===== src/rtl/truth_sweep_if.sv =====
// Sweep handshake bundle between the truth-table sweeper and the logic under test.
// Optional pass/fail signals exist only when SWEEP_CHECK_EN is defined.
interface truth_sweep_if;
    logic        start;
    logic        w;
    logic        x;
    logic        y;
    logic        z;
    logic        F1;
    logic        F2;
    logic [3:0]  index;
    logic        busy;
    logic        done;
    logic [15:0] f1_table;
    logic [15:0] f2_table;
`ifdef SWEEP_CHECK_EN
    logic        pass;
    logic        fail;

    modport master (
        input  start, F1, F2,
        output w, x, y, z, index, busy, done,
        output f1_table, f2_table, pass, fail
    );
    modport slave (
        output start, F1, F2,
        input  w, x, y, z, index, busy, done,
        input  f1_table, f2_table, pass, fail
    );
`else
    modport master (
        input  start, F1, F2,
        output w, x, y, z, index, busy, done,
        output f1_table, f2_table
    );
    modport slave (
        output start, F1, F2,
        input  w, x, y, z, index, busy, done,
        input  f1_table, f2_table
    );
`endif
endinterface


===== src/rtl/truth_sweep.sv =====
// Steps {w,x,y,z} through 0..15, holding each for HOLD cycles, and records F1/F2.
// SWEEP_CHECK_EN adds pass/fail comparison against EXP_F1/EXP_F2.
module truth_sweep #(
    parameter int unsigned HOLD = 10
`ifdef SWEEP_CHECK_EN
    ,
    parameter logic [15:0] EXP_F1 = 16'h0000,
    parameter logic [15:0] EXP_F2 = 16'h0000
`endif
) (
    input logic         clk,
    input logic         rst,
    truth_sweep_if.master bus
);

    typedef enum logic [1:0] {IDLE, HOLD_ST, CAPTURE, DONE} state_t;

    // CAPTURE is the final hold cycle, so HOLD_ST lasts HOLD-1 cycles
    localparam logic [7:0] LAST = 8'(HOLD - 2);

    state_t      state, state_n;
    logic [7:0]  cnt, cnt_n;
    logic [3:0]  idx, idx_n;
    logic [15:0] f1, f1_n;
    logic [15:0] f2, f2_n;
`ifdef SWEEP_CHECK_EN
    logic        pass, pass_n;
    logic        fail, fail_n;
    logic        match;
`endif

    always_ff @(posedge clk or posedge rst) begin
        if (rst) begin
            state <= IDLE;
            cnt   <= '0;
            idx   <= '0;
            f1    <= '0;
            f2    <= '0;
`ifdef SWEEP_CHECK_EN
            pass  <= 1'b0;
            fail  <= 1'b0;
`endif
        end else begin
            state <= state_n;
            cnt   <= cnt_n;
            idx   <= idx_n;
            f1    <= f1_n;
            f2    <= f2_n;
`ifdef SWEEP_CHECK_EN
            pass  <= pass_n;
            fail  <= fail_n;
`endif
        end
    end

    always_comb begin
        state_n = state;
        cnt_n   = cnt;
        idx_n   = idx;
        f1_n    = f1;
        f2_n    = f2;
`ifdef SWEEP_CHECK_EN
        pass_n  = pass;
        fail_n  = fail;
        match   = 1'b0;
`endif
        unique case (state)
            IDLE, DONE: begin
                if (bus.start) begin
                    state_n = HOLD_ST;
                    cnt_n   = '0;
                    idx_n   = '0;
                    f1_n    = '0;
                    f2_n    = '0;
`ifdef SWEEP_CHECK_EN
                    pass_n  = 1'b0;
                    fail_n  = 1'b0;
`endif
                end
            end
            HOLD_ST: begin
                cnt_n = cnt + 8'd1;
                if (cnt == LAST) state_n = CAPTURE;
            end
            CAPTURE: begin
                f1_n[idx] = bus.F1;
                f2_n[idx] = bus.F2;
                cnt_n     = '0;
                if (idx == 4'hF) begin
                    state_n = DONE;
`ifdef SWEEP_CHECK_EN
                    match  = (f1_n == EXP_F1) && (f2_n == EXP_F2);
                    pass_n = match;
                    fail_n = !match;
`endif
                end else begin
                    idx_n   = idx + 4'd1;
                    state_n = HOLD_ST;
                end
            end
            default: state_n = IDLE;
        endcase
    end

    assign {bus.w, bus.x, bus.y, bus.z} = idx;
    assign bus.index    = idx;
    assign bus.busy     = (state == HOLD_ST) || (state == CAPTURE);
    assign bus.done     = (state == DONE);
    assign bus.f1_table = f1;
    assign bus.f2_table = f2;
`ifdef SWEEP_CHECK_EN
    assign bus.pass     = pass;
    assign bus.fail     = fail;
`else
`endif

endmodule


===== src/flat_wrapper.sv =====
// flat-port wrapper written by rule: the top's interface ports become plain ports
module truth_sweep_flat 
#(
    parameter int unsigned HOLD = 10

)
  (clk, rst, bus_start, bus_F1, bus_F2, bus_w, bus_x, bus_y, bus_z, bus_index, bus_busy, bus_done, bus_f1_table, bus_f2_table);
  truth_sweep_if bus_i ();
  input logic clk;
  input logic rst;
  input wire logic [$bits(bus_i.start)-1:0] bus_start;
  input wire logic [$bits(bus_i.F1)-1:0] bus_F1;
  input wire logic [$bits(bus_i.F2)-1:0] bus_F2;
  output wire logic [$bits(bus_i.w)-1:0] bus_w;
  output wire logic [$bits(bus_i.x)-1:0] bus_x;
  output wire logic [$bits(bus_i.y)-1:0] bus_y;
  output wire logic [$bits(bus_i.z)-1:0] bus_z;
  output wire logic [$bits(bus_i.index)-1:0] bus_index;
  output wire logic [$bits(bus_i.busy)-1:0] bus_busy;
  output wire logic [$bits(bus_i.done)-1:0] bus_done;
  output wire logic [$bits(bus_i.f1_table)-1:0] bus_f1_table;
  output wire logic [$bits(bus_i.f2_table)-1:0] bus_f2_table;
  assign bus_i.start = bus_start;
  assign bus_i.F1 = bus_F1;
  assign bus_i.F2 = bus_F2;
  assign bus_w = bus_i.w;
  assign bus_x = bus_i.x;
  assign bus_y = bus_i.y;
  assign bus_z = bus_i.z;
  assign bus_index = bus_i.index;
  assign bus_busy = bus_i.busy;
  assign bus_done = bus_i.done;
  assign bus_f1_table = bus_i.f1_table;
  assign bus_f2_table = bus_i.f2_table;
  truth_sweep #(.HOLD(HOLD)) u_core (.clk(clk), .rst(rst), .bus(bus_i));
endmodule

===== config.mk =====
export PLATFORM = sky130hd
export DESIGN_NAME = truth_sweep_flat
export DESIGN_NICKNAME = d
export VERILOG_FILES = /design/src/rtl/truth_sweep_if.sv /design/src/rtl/truth_sweep.sv /design/src/flat_wrapper.sv
export SDC_FILE = /design/constraint.sdc
export NUM_CORES = 1
export LEC_CHECK = 0
export BUFFER_PORTS_ARGS = -buffer_cell sky130_fd_sc_hd__buf_2
export CAP_MARGIN = 20
export CORE_ASPECT_RATIO = 1.5
export CORE_UTILIZATION = 49
export DETAILED_ROUTE_END_ITERATION = 6
export PLACE_DENSITY_LB_ADDON = 0.1
export SYNTH_ARGS = -nofsm -noshare
export SYNTH_HDL_FRONTEND = slang
export SYNTH_SLANG_ARGS = --single-unit

===== constraint.sdc =====
create_clock -name clk -period 1.8 [get_ports clk]
set_input_delay 0.18 -clock clk [delete_from_list [all_inputs] [get_ports clk]]
set_output_delay 0.18 -clock clk [all_outputs]
set_load 0.02 [all_outputs]

Yosys cells after proc, flatten, opt, wreduce, memory -nomap -nowiden
Index checks and enable logic that the tools add are counted.
{"block": "classes", "n_addsub": 2, "n_lt_le_gt_ge": 2, "n_eq_ne": 8, "mux": 16, "n_reduce_logical": 8}
{"cell": "$pmux W16 S2", "n": 2}
{"cell": "$bwmux W16", "n": 2}
{"cell": "$pmux W8 S3", "n": 1}
{"cell": "$mux W16", "n": 1}
{"cell": "$add A8 B1 Y8 const B", "n": 1}
{"cell": "$eq A8 B4 Y1 const B", "n": 1}
{"cell": "$mux W4", "n": 2}
{"cell": "$mux W8", "n": 1}
{"cell": "$pmux W4 S2", "n": 1}
{"cell": "$mux W2", "n": 3}
{"cell": "$pmux W2 S3", "n": 1}
{"cell": "$lt A4 B5 Y1 const B", "n": 1}
{"cell": "$add A4 B1 Y4 const B", "n": 1}
{"cell": "$demux W1 S4", "n": 1}
{"cell": "$eq A2 B2 Y1 const B", "n": 2}
{"cell": "$eq A4 B4 Y1 const B", "n": 1}
{"cell": "$ge A4 B1 Y1 const B", "n": 1}
{"cell": "$ne A2 B2 Y1 const B", "n": 2}
{"cell": "$reduce_and A2 Y1", "n": 2}
{"cell": "$reduce_and A3 Y1", "n": 1}
{"cell": "$eq A2 B1 Y1 const B", "n": 1}
{"cell": "$logic_not A2 Y1", "n": 1}
{"cell": "$ne A2 B1 Y1 const B", "n": 1}
{"cell": "$reduce_bool A2 Y1", "n": 1}
{"cell": "other kinds (4)", "n": 4}
{"block": "totals", "regBits": 46, "elab_cells": 41}

Longest topological paths before layout
Gate-level depths: netlist (run 1).
{"block": "logic_depth", "depth_word": 6, "depth_mapped": 7, "ltp_nobuf": 6}

Least setup slack after synthesis (run 1)
No wires, ideal clock.
{"block": "synth_timing", "kind": "reg2reg", "startpoint": "register u_core.state[0]", "endpoint": "register u_core.f1[10], in the netlist u_core.bus.f1_table[10]", "setup_ps": 67, "arrival_time_ps": 1619, "path_slack_ps": 114, "stages_incl_launch_ff": 7, "period_less_slack_ps": 1686, "cell_sequence": "dfrtp_1 inv_1 ha_1 mux2i_1 nor2_1 nand2_1 a32o_1"}
{"block": "synth_between", "elab_chain_cells": 4}
{"element": "start: declaration", "line": "truth_sweep.sv:21", "source": "state_t state, state_n;"}
{"element": "start signal: assignment", "line": "truth_sweep.sv:44", "source": "state <= state_n;"}
{"element": "$eq A2 B2 Y1 or $logic_not A2 Y1 (tied branches)", "line": "truth_sweep.sv:67", "source": "unique case (state)"}
{"element": "$reduce_or A2 Y1", "line": "truth_sweep.sv:67"}
{"element": "$ne A2 B2 Y1 (no source line) or $reduce_bool A2 Y1 (tied branches)"}
{"element": "$reduce_and A2 Y1 (no source line)"}
{"element": "end signal: assignment", "line": "truth_sweep.sv:47", "source": "f1 <= f1_n;"}
{"element": "end: declaration", "line": "truth_sweep.sv:24", "source": "logic [15:0] f1, f1_n;"}
Parallel ways exist; a longest one is shown, timed or not.
A chain may end at the register's enable or synchronous reset.

Final worst setup path (run 1)
{"block": "layout_timing", "startpoint": "register u_core.state[0]", "endpoint": "register u_core.f1[5], in the netlist u_core.bus.f1_table[5]"}
The elaborated chain is that of the path after synthesis.

==> results of run 1 <==
-- per-stage QoR --
step / total power [uW] / util
after CTS: 2460 / 0.619
after detailed placement: 1810 / 0.596
final: 2470 / 0.625
after floorplan: 1570 / -
after global routing: 2620 / 0.625
after global placement: 1810 / 0.596
-- repair_timing --
| action | in CTS | in global routing |
|---|---|---|
| pin swaps | 0 | 0 |
| hold buffers | 1 | 0 |
| endpoints found under the setup margin | 1 | 19 |
| resized for setup | 1 | 5 |
| endpoints found under the hold margin | 26 | 0 |
| setup buffers | 0 | 0 |
-- layout make-up --
type	instances	area (um^2)	area share
Multi-Input combinational cell	167	1130	0.391
Clock buffer	7	86.3	0.0299
Timing Repair Buffer	67	390	0.135
Clock inverter	1	5.00	0.00173
Sequential cell	46	1150	0.399
Inverter	12	45.0	0.0156
Tap cell	64	80.1	0.0277
-- critical path, delay by kind of cell (launching register included) --
family	cells	cell delay (ps)
DFF	1	380
AOI/OAI and AO/OA	1	190
buffers and inverters	1	110
and+or+nand+nor	3	720
adders and majority gates	1	220
-- worst max path at each step --
stage | start | endpoint | slack (ps) | cells past startpoint
finish | u_core.state[0] | u_core.bus.f1_table[5] | 110 | 6
global route | u_core.cnt[0] | u_core.state[0] | -20 | 6
CTS | u_core.state[0] | u_core.cnt[7] | 4 | 8
detailed placement | u_core.state[0] | u_core.cnt[7] | 2 | 8
global placement | u_core.state[0] | u_core.cnt[7] | 50 | 8
floorplan | u_core.state[0] | u_core.bus.f1_table[10] | 110 | 6
-- cells by family (layout without fill, tap and decap cells) --
| family | count (synthesis) | in the layout | share of synthesized area |
|---|---|---|---|
| and+or+nand+nor | 74 | 74 | 0.154 |
| DFF | 46 | 46 | 0.481 |
| AOI/OAI and AO/OA | 79 | 79 | 0.236 |
| adders and majority gates | 10 | 10 | 0.0522 |
| muxes | 4 | 4 | 0.0167 |
| buffers and inverters | 32 | 87 | 0.0611 |
-- layer usage --
metal  vias up  share of wire  track usage
li1       1013              -            -
met1      1003           0.43        0.281
met2        46           0.53        0.427
met3        12          0.027       0.0369
met4         0          0.019       0.0996
met5         -              0            0
-- flip-flops by register name (all words and copies together) (netlist names) --
signal	cells
u_core.bus.f1_table	16
u_core.bus.f2_table	16
u_core.cnt	8
u_core.bus.index	4
u_core.state	2
-- power by group through the flow --
stage	Combinational, uW	Clock [uW]	Sequential (uW)
final	707	646	1120
after global routing	801	698	1120
after CTS	681	665	1120
after detailed placement	675	0	1140
after global placement	672	0	1140
after floorplan	435	0	1140
-- layout by cell type (no fill, tap or decap), drive strengths merged, types with 2 or more instances in the layout --
cell type  instances
nand4              2
inv               12
a22oi              7
a31oi              2
a22o               3
mux2i              4
nand2b             3
dfrtp             46
a21oi             12
o31ai              2
nor2              11
nand2             21
clkbuf             7
o21ai             23
and3              14
a32o              22
nand3             13
ha                10
buf               66
nor3               7
a21o               2
==> results.txt, run 1 <==
The flow ran to the end, and the final reports show no timing, DRC or antenna violations. For the worst setup path, the data required time is 2030 ps. In this run, synthesis inferred 0 flip-flops with an integrated enable. For the number of iterations in the first detailed-routing pass, the log shows 4. The worst hold endpoint is u_core.bus.f2_table[15].

After clock tree synthesis, the clock-pin slew on the worst setup and hold paths is 80 ps. When the netlist entered floorplanning its net count stood at 260. The longest clock path from root to sink contains 2 buffers. The post-synthesis cell area was 2390 um^2; the final global-route overflow total was 0. The tools report the count of final setup violators as 0. Once layout is done, the placed cells without fillers occupy 2890 um^2.

The clock share of power is 0.261. The number of clock buffers added by TritonCTS is 5. Across all hold checks on the routed design, the worst slack comes to 245 ps. The share of flip-flops with an asynchronous set or reset was 1.00. The logs give 46 for the total number of clock tree sinks and 590 MHz for the achievable clock frequency. The final clock period utilization by the worst path is 0.941. Sequential group share of total power: 0.452. The first global-routing pass estimated 9440 um of wire. The run gives 815 uW as the switching power total. The worst setup path is captured at a register.

The post-layout minimum cycle time is 1690 ps, and the total of warnings raised by yosys is 0. Data on the critical path arrives at its endpoint at 1930 ps. The tools report the number of pins exceeding their max-slew limit in the final report as 0.

The share of cells above drive strength 1 was 0.267. The analysis attributes to cell leakage a power of 0.00145 uW. Along the worst path, the maximum fanout reaches 4. Synthesis inferred 46 register bits. The placement-stage cell area came out at 2750 um^2. The via count of the first global-routing pass is 2062. Dividing total power by cell area gives a power density of 856 nW/um^2. The synthesized netlist contains 33 unique library cells.

In this run the tool buffered the top-level ports with 46 buffer cells. The maximum number of pins on one net before global-route repair came out at 29. The area growth from synthesis to final layout was 20.6%; the register-to-register setup slack was 110 ps. In this run, the number of DRC markers left after iteration 0 of detailed routing was 87. The per-cell via count in the routed design came out at 5.70.

The net count of the finished layout is 314. The setup TNS is 0 ps. At the pin with the least slew margin, the transition time is 596 ps.

The maximum level of the CTS H-tree came out at 2. The stage delay of the slowest cell on the critical path came out at 380 ps. The run gives 245 as the post-synthesis instance total. For the routed wire length, the log shows 5750 um. The slowest stage of the critical path is the sky130_fd_sc_hd__dfrtp_1 cell. The worst hold path passes through 3 cells.

The routed layout has 2074 vias. Ranked by instance count, the synthesized netlist is headed by sky130_fd_sc_hd__dfrtp_1 (46), sky130_fd_sc_hd__o21ai_0 (23), sky130_fd_sc_hd__a32o_1 (22). The critical path goes through inv_1 > ha_4 > or2b_1 > nand3_1 > nor2_1 > a32o_1. The number of antenna diodes in the final layout is 0. The tools report the relative max-transition margin as 0.602.

Initial antenna violation count: 0. Post-detailed-route wirelength per cell: 15.8 um. The instance count after placement with tap cells included came out at 355. After detailed routing, the number of remaining DRC violations is 0.

The tools report the total of fill cells in the finished design as 456. The endpoint identified for the worst register-to-register timing path is u_core.bus.f1_table[5]. The internal power component is 1660 uW. The run gives 0 as the hold violation total from the final report. In this run the count of I/O pins placed on the die edge is 47. Combinational fraction of design power: 0.286. The clock insertion delay at the later pin of the skew report was 300 ps; the final non-filler cell total was 364.

The most frequent cell after synthesis is sky130_fd_sc_hd__dfrtp_1. The detail route stage leaves a number of antenna-violating nets equal to 0. The die height works out to 87.6 um. The tools report the final weighted congestion in routability-driven placement as 0.818. The die covers 5180 um^2. The core region is 4620 um^2.

The top flip-flop cell by instance count after synthesis is sky130_fd_sc_hd__dfrtp_1. The switching share of power works out to 0.330. Type of the worst setup path: reg2reg. The worst hold path begins at bus_F2.

The logs give 0.606 mV for the worst supply voltage drop on vdd and 1.88 ps for the setup slack at placement. Measured in cells, the most critical reg-to-reg path has a length of 6. By area the synthesized netlist is led by sky130_fd_sc_hd__dfrtp_1 (48%), sky130_fd_sc_hd__a32o_1 (9.2%), sky130_fd_sc_hd__ha_1 (5.2%), sky130_fd_sc_hd__o21ai_0 (4.8%), sky130_fd_sc_hd__and3_1 (3.7%). The total global-route track usage came out at 0.239. The worst setup path is launched from a register. Worst min-delay path category: in2reg. Once detailed placement completed, the half-perimeter wirelength came to 4210 um.

The average cell area after synthesis came out at 9.77 um^2. The run gives 0.519 as the starting density of the core. In this run the critical register-to-register path is launched from u_core.state[0]. Between clock sinks in the finished design, the worst skew comes to 9.76 ps.

The run gives 106 ps as the final critical-path setup slack. The tree is rooted in a sky130_fd_sc_hd__clkbuf_8. The proportion of netlist area held by the largest area contributor came out at 0.481. TritonCTS built the clock tree. The fraction of the yosys area taken by sequential cells was 0.481; the number of core rows was 30. The synthesized design spends more area on one cell type than any other, namely sky130_fd_sc_hd__dfrtp_1.

Max-cap violations in this run came to 0. In this run the horizontal extent of the chip is 59.1 um.
No activity file was read; power rests on OpenSTA's default activity.
==> run 2: changes to the inputs <==
MAX_ROUTING_LAYER = met4   (was not set)
==> results.txt, run 2 (synthesis results as in run 1) <==
The slowest stage of the critical path belongs to the cell sky130_fd_sc_hd__dfrtp_1. On the final layout, the worst clock skew is 9.79 ps. Maximum level of the CTS H-tree: 2. The logs give 0.830 for the final weighted congestion in routability-driven placement and 0.519 for the starting density of the core. After the first detailed-routing iteration, the DRC count stood at 84. In this run the cell area measured after placement is 2750 um^2.

0 antenna diodes ended up in the layout. STA classifies the critical path startpoint as a register. The die covers 5180 um^2. The net count reported at finish was 314; the maximum clock insertion buffer count was 2.

The tree is rooted in a sky130_fd_sc_hd__clkbuf_8. The power per cell area was 857 nW/um^2. Counting the buffers created by CTS gives 5. The final clock period utilization by the worst path was 0.944; the share of cells above drive strength 1 was 0.267. The total of fill cells in the finished design came out at 456. The type of the worst setup path is reg2reg.

The number of iterations in the first detailed-routing pass came out at 4. For the final global-route overflow total, the log shows 0. Along the worst path, the maximum fanout reaches 4. Timing would allow up to 589 MHz. The area of the core is 4620 um^2, and the clock-pin slew of the registers on the worst-case setup and hold paths is 80 ps. Setup slack closes at 101 ps. The DRC violation count after routing was 0. For the worst setup path, the data arrival time is 1930 ps. Hold timing on the final database bottoms out at a slack of 245 ps. Setup slack on the worst reg-to-reg path comes out at 100 ps. The element type at the critical path end was a register. After detailed routing, the total wire length is 5770 um. From synthesis to final layout, the design area changed by 20.6%. STA puts the critical path data required time at 2030 ps.

The clock reaches the later pin of the worst-skew pair after 300 ps. Kind of cell adding the most delay to the critical path: simple AND/OR/NAND/NOR gates. The floorplan has 30 rows. The logs give 0.603 for the relative max-transition margin and 2063 for the via count of the first global-routing pass. The total global-route track usage was 0.247. The min-delay analysis places its worst path in the category in2reg. The maximum number of pins on one net before global-route repair was 29; the per-cell via count in the routed design was 5.69. Summing all multi-input logic gate instances after layout gives 1130 um^2. Input and output buffers added on the ports amount to 46. The clock net in this run drives a total of 46 sinks.

The buffers plus inverters on the worst setup path is 1. The logs give 0 for the count of final setup violators and 0.00145 uW for the leakage power. The flow ran to the end, and the final reports show no timing, DRC or antenna violations. The setup slack at placement was 1.88 ps.

For the initial antenna violation count, the log shows 0. Across the run, the number of max-cap violations was 0. The signal on the critical path passes through inv_1 > ha_4 > or2b_1 > nand3_1 > nor2_1 > a32o_1. The count of pins on the block boundary came out at 47. The post-layout minimum cycle time was 1700 ps; the actual slew at the worst max-slew pin was 595 ps. The first global-routing pass estimated 9450 um of wire. In the layout the commonest cells are sky130_fd_sc_hd__buf_2 (46), sky130_fd_sc_hd__dfrtp_1 (46), sky130_fd_sc_hd__o21ai_0 (23). The post-detailed-route wirelength per cell was 15.8 um. The worst supply voltage drop on vdd was 0.606 mV; the setup TNS was 0 ps. Leaving out filler cells and counting taps, the final layout contains 364. The half-perimeter wire length after placement came out at 4210 um. After routing the design area is 2890 um^2.

The hold violation total from the final report is 0. The run gives 0 as the number of nets with antenna violations after routing. Stage delay of the slowest cell on the critical path: 380 ps. Die boundary width: 59.1 um. The instance count after placement with tap cells included was 355. For the number of pins exceeding their max-slew limit in the final report, the log shows 0.

TritonCTS built the clock tree. For this block, the via count after detailed routing is 2071. The die height was 87.6 um. The number of buffers inserted by post-CTS setup repair was 0; the area taken by flip-flops and latches was 1150 um^2.
[run 2: cell counts in the layout (fill, tap and decap cells not counted)]
Identical to the previous run, type by type.
[run 2: worst register-to-register path, cell delays in order (launching register included)]
cell and delay, ps:
sky130_fd_sc_hd__dfrtp_1 380, sky130_fd_sc_hd__inv_1 110, sky130_fd_sc_hd__ha_4 220, sky130_fd_sc_hd__or2b_1 220, sky130_fd_sc_hd__nand3_1 160, sky130_fd_sc_hd__nor2_1 370, sky130_fd_sc_hd__a32o_1 190
[run 2: power breakdown]
group	switching [uW]	total [uW]	leakage (uW)	internal, uW
logic	439	711	0.000768	273
registers	44.3	1120	0.000638	1070
clock network	336	646	0.0000482	310
[run 2: worst paths after layout]
path                                         from                       to  cells past startpoint
max                               u_core.state[0]   u_core.bus.f1_table[5]                      6
min                                        bus_F2  u_core.bus.f2_table[15]                      3
max reg2reg                       u_core.state[0]   u_core.bus.f1_table[5]                      6
min reg2reg                u_core.bus.f1_table[7]   u_core.bus.f1_table[7]                      1
max in group asynchronous                     rst            u_core.cnt[4]                      4
min in group asynchronous                     rst   u_core.bus.f1_table[7]                      3
[run 2: stage by stage]
step,total power [uW],utilization
final,2480,0.625
after global routing,2620,0.625
after CTS,2460,0.619
after detailed placement,1810,0.596
after global placement,1810,0.596
after floorplan,1570,-
[run 2: repair_timing]
item,in CTS,in global routing
setup endpoints to repair,1,19
resized for setup,1,5
hold buffers,1,0
hold endpoints to repair,26,0
[run 2: cell type report]
class / count / area share
timing repair buffer: 67 / 0.135
clock inverter: 1 / 0.00173
tap: 64 / 0.0277
clock buffer: 7 / 0.0299
multi-input combinational: 167 / 0.391
inverter: 12 / 0.0156
sequential: 46 / 0.399
[run 2: metal layers]
layer | global-route usage | vias to the layer above | wire [um]
met5 | - | - | 0
met4 | 0.0996 | 0 | 110
met3 | 0.0369 | 11 | 158
met2 | 0.429 | 47 | 3050
met1 | 0.279 | 1001 | 2450
li1 | - | 1012 | -
==> run 3: changes to the inputs <==
CORE_UTILIZATION = 40   (was 49)
==> results.txt, run 3 (synthesis results as in run 1) <==
The first global-routing pass estimated 9830 um of wire. Maximum clock insertion buffer count: 2. The run gives 5790 um^2 as the area of the core. The number of buffers added on ports works out to 46. The maximum level of the CTS H-tree came out at 2. STA classifies the critical path endpoint as a register. The starting density of the core was 0.414. The slowest stage of the critical path is the sky130_fd_sc_hd__dfrtp_1 cell. The area growth from synthesis to layout is 23.6%. The first detailed-routing pass ran for 6 iterations. The run gives 4270 um as the half-perimeter wire length after placement. In this run, placement finished with an instance count of 364.

TritonCTS built the clock tree. The die is 65.2 um wide. The tools report the achievable clock frequency as 580 MHz. The layout has 594 filler cells. At the end of routability-driven placement, the weighted congestion stood at 0.828. The worst endpoint required time is 1990 ps.

The library cell used as clock root buffer was sky130_fd_sc_hd__clkbuf_8. The endpoint of the most critical register-to-register path was u_core.bus.f2_table[7]. The critical path goes through inv_1 > ha_4 > or2b_1 > nand3_2 > nor2_1 > buf_4 > a22o_1. The antenna diode instance count was 0; the power per cell area was 855 nW/um^2.

Counting the buffers created by CTS gives 5. Dividing the detail-routed via count by the number of cells gives 5.51. Clock skew on the completed layout was measured at 5.13 ps. Clock latency on the worst-skew pair, taken at its later pin, is 300 ps.

Share of cells above drive strength 1: 0.296. The worst hold path terminates at u_core.bus.f2_table[15]. The number of pins exceeding their max-slew limit in the final report was 0.

For the final non-filler cell total, the log shows 373. The met2 demand-to-capacity share in global routing was 0.345; the switching power total was 867 uW. In the layout the commonest cells are sky130_fd_sc_hd__buf_2 (46), sky130_fd_sc_hd__dfrtp_1 (46), sky130_fd_sc_hd__a32o_1 (22). The hold violation total from the final report is 0. The overall via count from detail_route came out at 2057.

The met3 track utilization from global routing was 0.0342. The full die area came out at 6310 um^2. The run gives 0 as the max-cap check violation count.

The kind of cell adding the most delay to the critical path is simple AND/OR/NAND/NOR gates. For the routing usage on met1, the log shows 0.249. Setup violations remaining at the end of the flow were counted as 0. In this run the remaining antenna-violating nets after routing total 0.

The tools report the net count reported at finish as 315. Summing all non-filler instances in the final layout gives an area of 2960 um^2. The critical path contains buffers and inverters numbering 2 combined. The worst setup path is of the reg2reg kind. The worst register-to-register path has a depth of 7.

Clock-pin slew was measured on the worst setup and hold paths at 90 ps. Sequential group share of total power: 0.441. The hold path startpoint was bus_F2.

The worst hold path was traced through 3 stages. The beginning of the worst register-to-register path was u_core.state[0]. The post-detailed-route wirelength per cell came out at 15.7 um.

Final global-route overflow total: 0. For the relative max-transition margin, the log shows 0.661. IR analysis of the VDD net gives a maximum drop of 0.504 mV. Combinational fraction of design power: 0.305.

Setup repair after global routing could not meet its margin everywhere. The run gives 0.254 as the clock share of power. Summing all placed instances gives a cell area of 2780 um^2. STA classifies the critical path startpoint as a register.

The worst path needs 1720 ps of the cycle, external delays included. Along the worst path, the maximum fanout reaches 5. The final clock period utilization by the worst path is 0.957. The switching share of power was 0.343; the internal power component was 1660 uW. Overall power consumption after layout is estimated at 2530 uW. Total global-route track usage: 0.204. The tightest min-delay check is of the in2reg type. The run finished with clean final reports. In this run, the number of DRC markers left after iteration 0 of detailed routing was 109. The actual slew at the worst max-slew pin came out at 509 ps. STA puts the critical path data arrival time at 1920 ps. For the routed wire length, the log shows 5840 um. On the worst path, the slowest cell contributes a delay of 350 ps. The analysis attributes to cell leakage a power of 0.00146 uW. For the tightest hold margin, the log shows 237 ps. Entering global routing, the biggest net connects 47 pins. Across all register-to-register paths, the minimum setup slack is 80 ps. For this design, the sink count on the clock tree is 46. Timing analysis after detailed placement gives a worst setup slack of -103 ps. The layer with the highest usage was met2. The DRC violation count after routing was 0; the via count of the first global-routing pass was 2053.

From bottom edge to top edge, the die measures 96.8 um. The initial antenna violation count was 0; the count of pins on the block boundary was 47. The number of core rows is 34, and the final critical-path setup slack is 76.6 ps.
## run 3: cell count changes in the layout (fill, tap and decap cells not counted), sizes merged
cell,previous run,this run
clkinv,1,2
buf,66,67
clkinvlp,0,1
clkbuf,7,5
## run 3: final cells by class
class	count	area, um^2	share of cell area
clock buffers	5	68.8	0.0232
clock inverters	3	21.3	0.00719
inverters	12	45.0	0.0152
multi-input cells	167	1170	0.395
flip-flops and latches	46	1150	0.389
well taps	72	90.1	0.0304
repair buffers	68	414	0.140
## run 3: power groups by stage
stage	logic (uW)	clock network, uW	registers [uW]
2_1_floorplan	435	0	1140
3_3_place_gp	689	0	1140
3_5_place_dp	699	0	1140
4_1_cts	732	672	1120
5_1_grt	863	709	1130
6_report	773	643	1120
## run 3: layer usage
layer	wire (um)	share of wire
met3	176	0.030
met2	3030	0.52
met4	61	0.010
met1	2570	0.44
met5	0	0
## run 3: worst max path at each step
stage                         start                 endpoint  slack, ps  cells after the start
floorplan           u_core.state[0]  u_core.bus.f1_table[10]        110                      6
global placement    u_core.state[0]  u_core.bus.f1_table[11]        -90                      6
detailed placement  u_core.state[0]  u_core.bus.f1_table[11]       -100                      6
CTS                 u_core.state[0]   u_core.bus.f1_table[1]         20                      6
global route        u_core.state[0]   u_core.bus.f1_table[3]        -30                      6
finish              u_core.state[0]   u_core.bus.f2_table[7]         80                      7
## run 3: worst reg2reg max path, cell delays in order, from the launching register on
cell                      delay, ps
sky130_fd_sc_hd__dfrtp_1        350
sky130_fd_sc_hd__inv_1           80
sky130_fd_sc_hd__ha_4           310
sky130_fd_sc_hd__or2b_1         300
sky130_fd_sc_hd__nand3_2        140
sky130_fd_sc_hd__nor2_1          70
sky130_fd_sc_hd__buf_4          150
sky130_fd_sc_hd__a22o_1         220
## run 3: repair_timing
item | in CTS | in global routing
hold buffers | 1 | 0
endpoints found under the hold margin | 46 | 0
resized for setup | 4 | 15
endpoints found under the setup margin | 23 | 22
setup buffers | 0 | 0
## run 3: metrics by stage
step                      TNS (ps)   util
after global routing          -124  0.512
after detailed placement     -1400  0.481
after global placement        -737  0.481
after CTS                        0  0.503
final                            0  0.512
after floorplan                  0      -
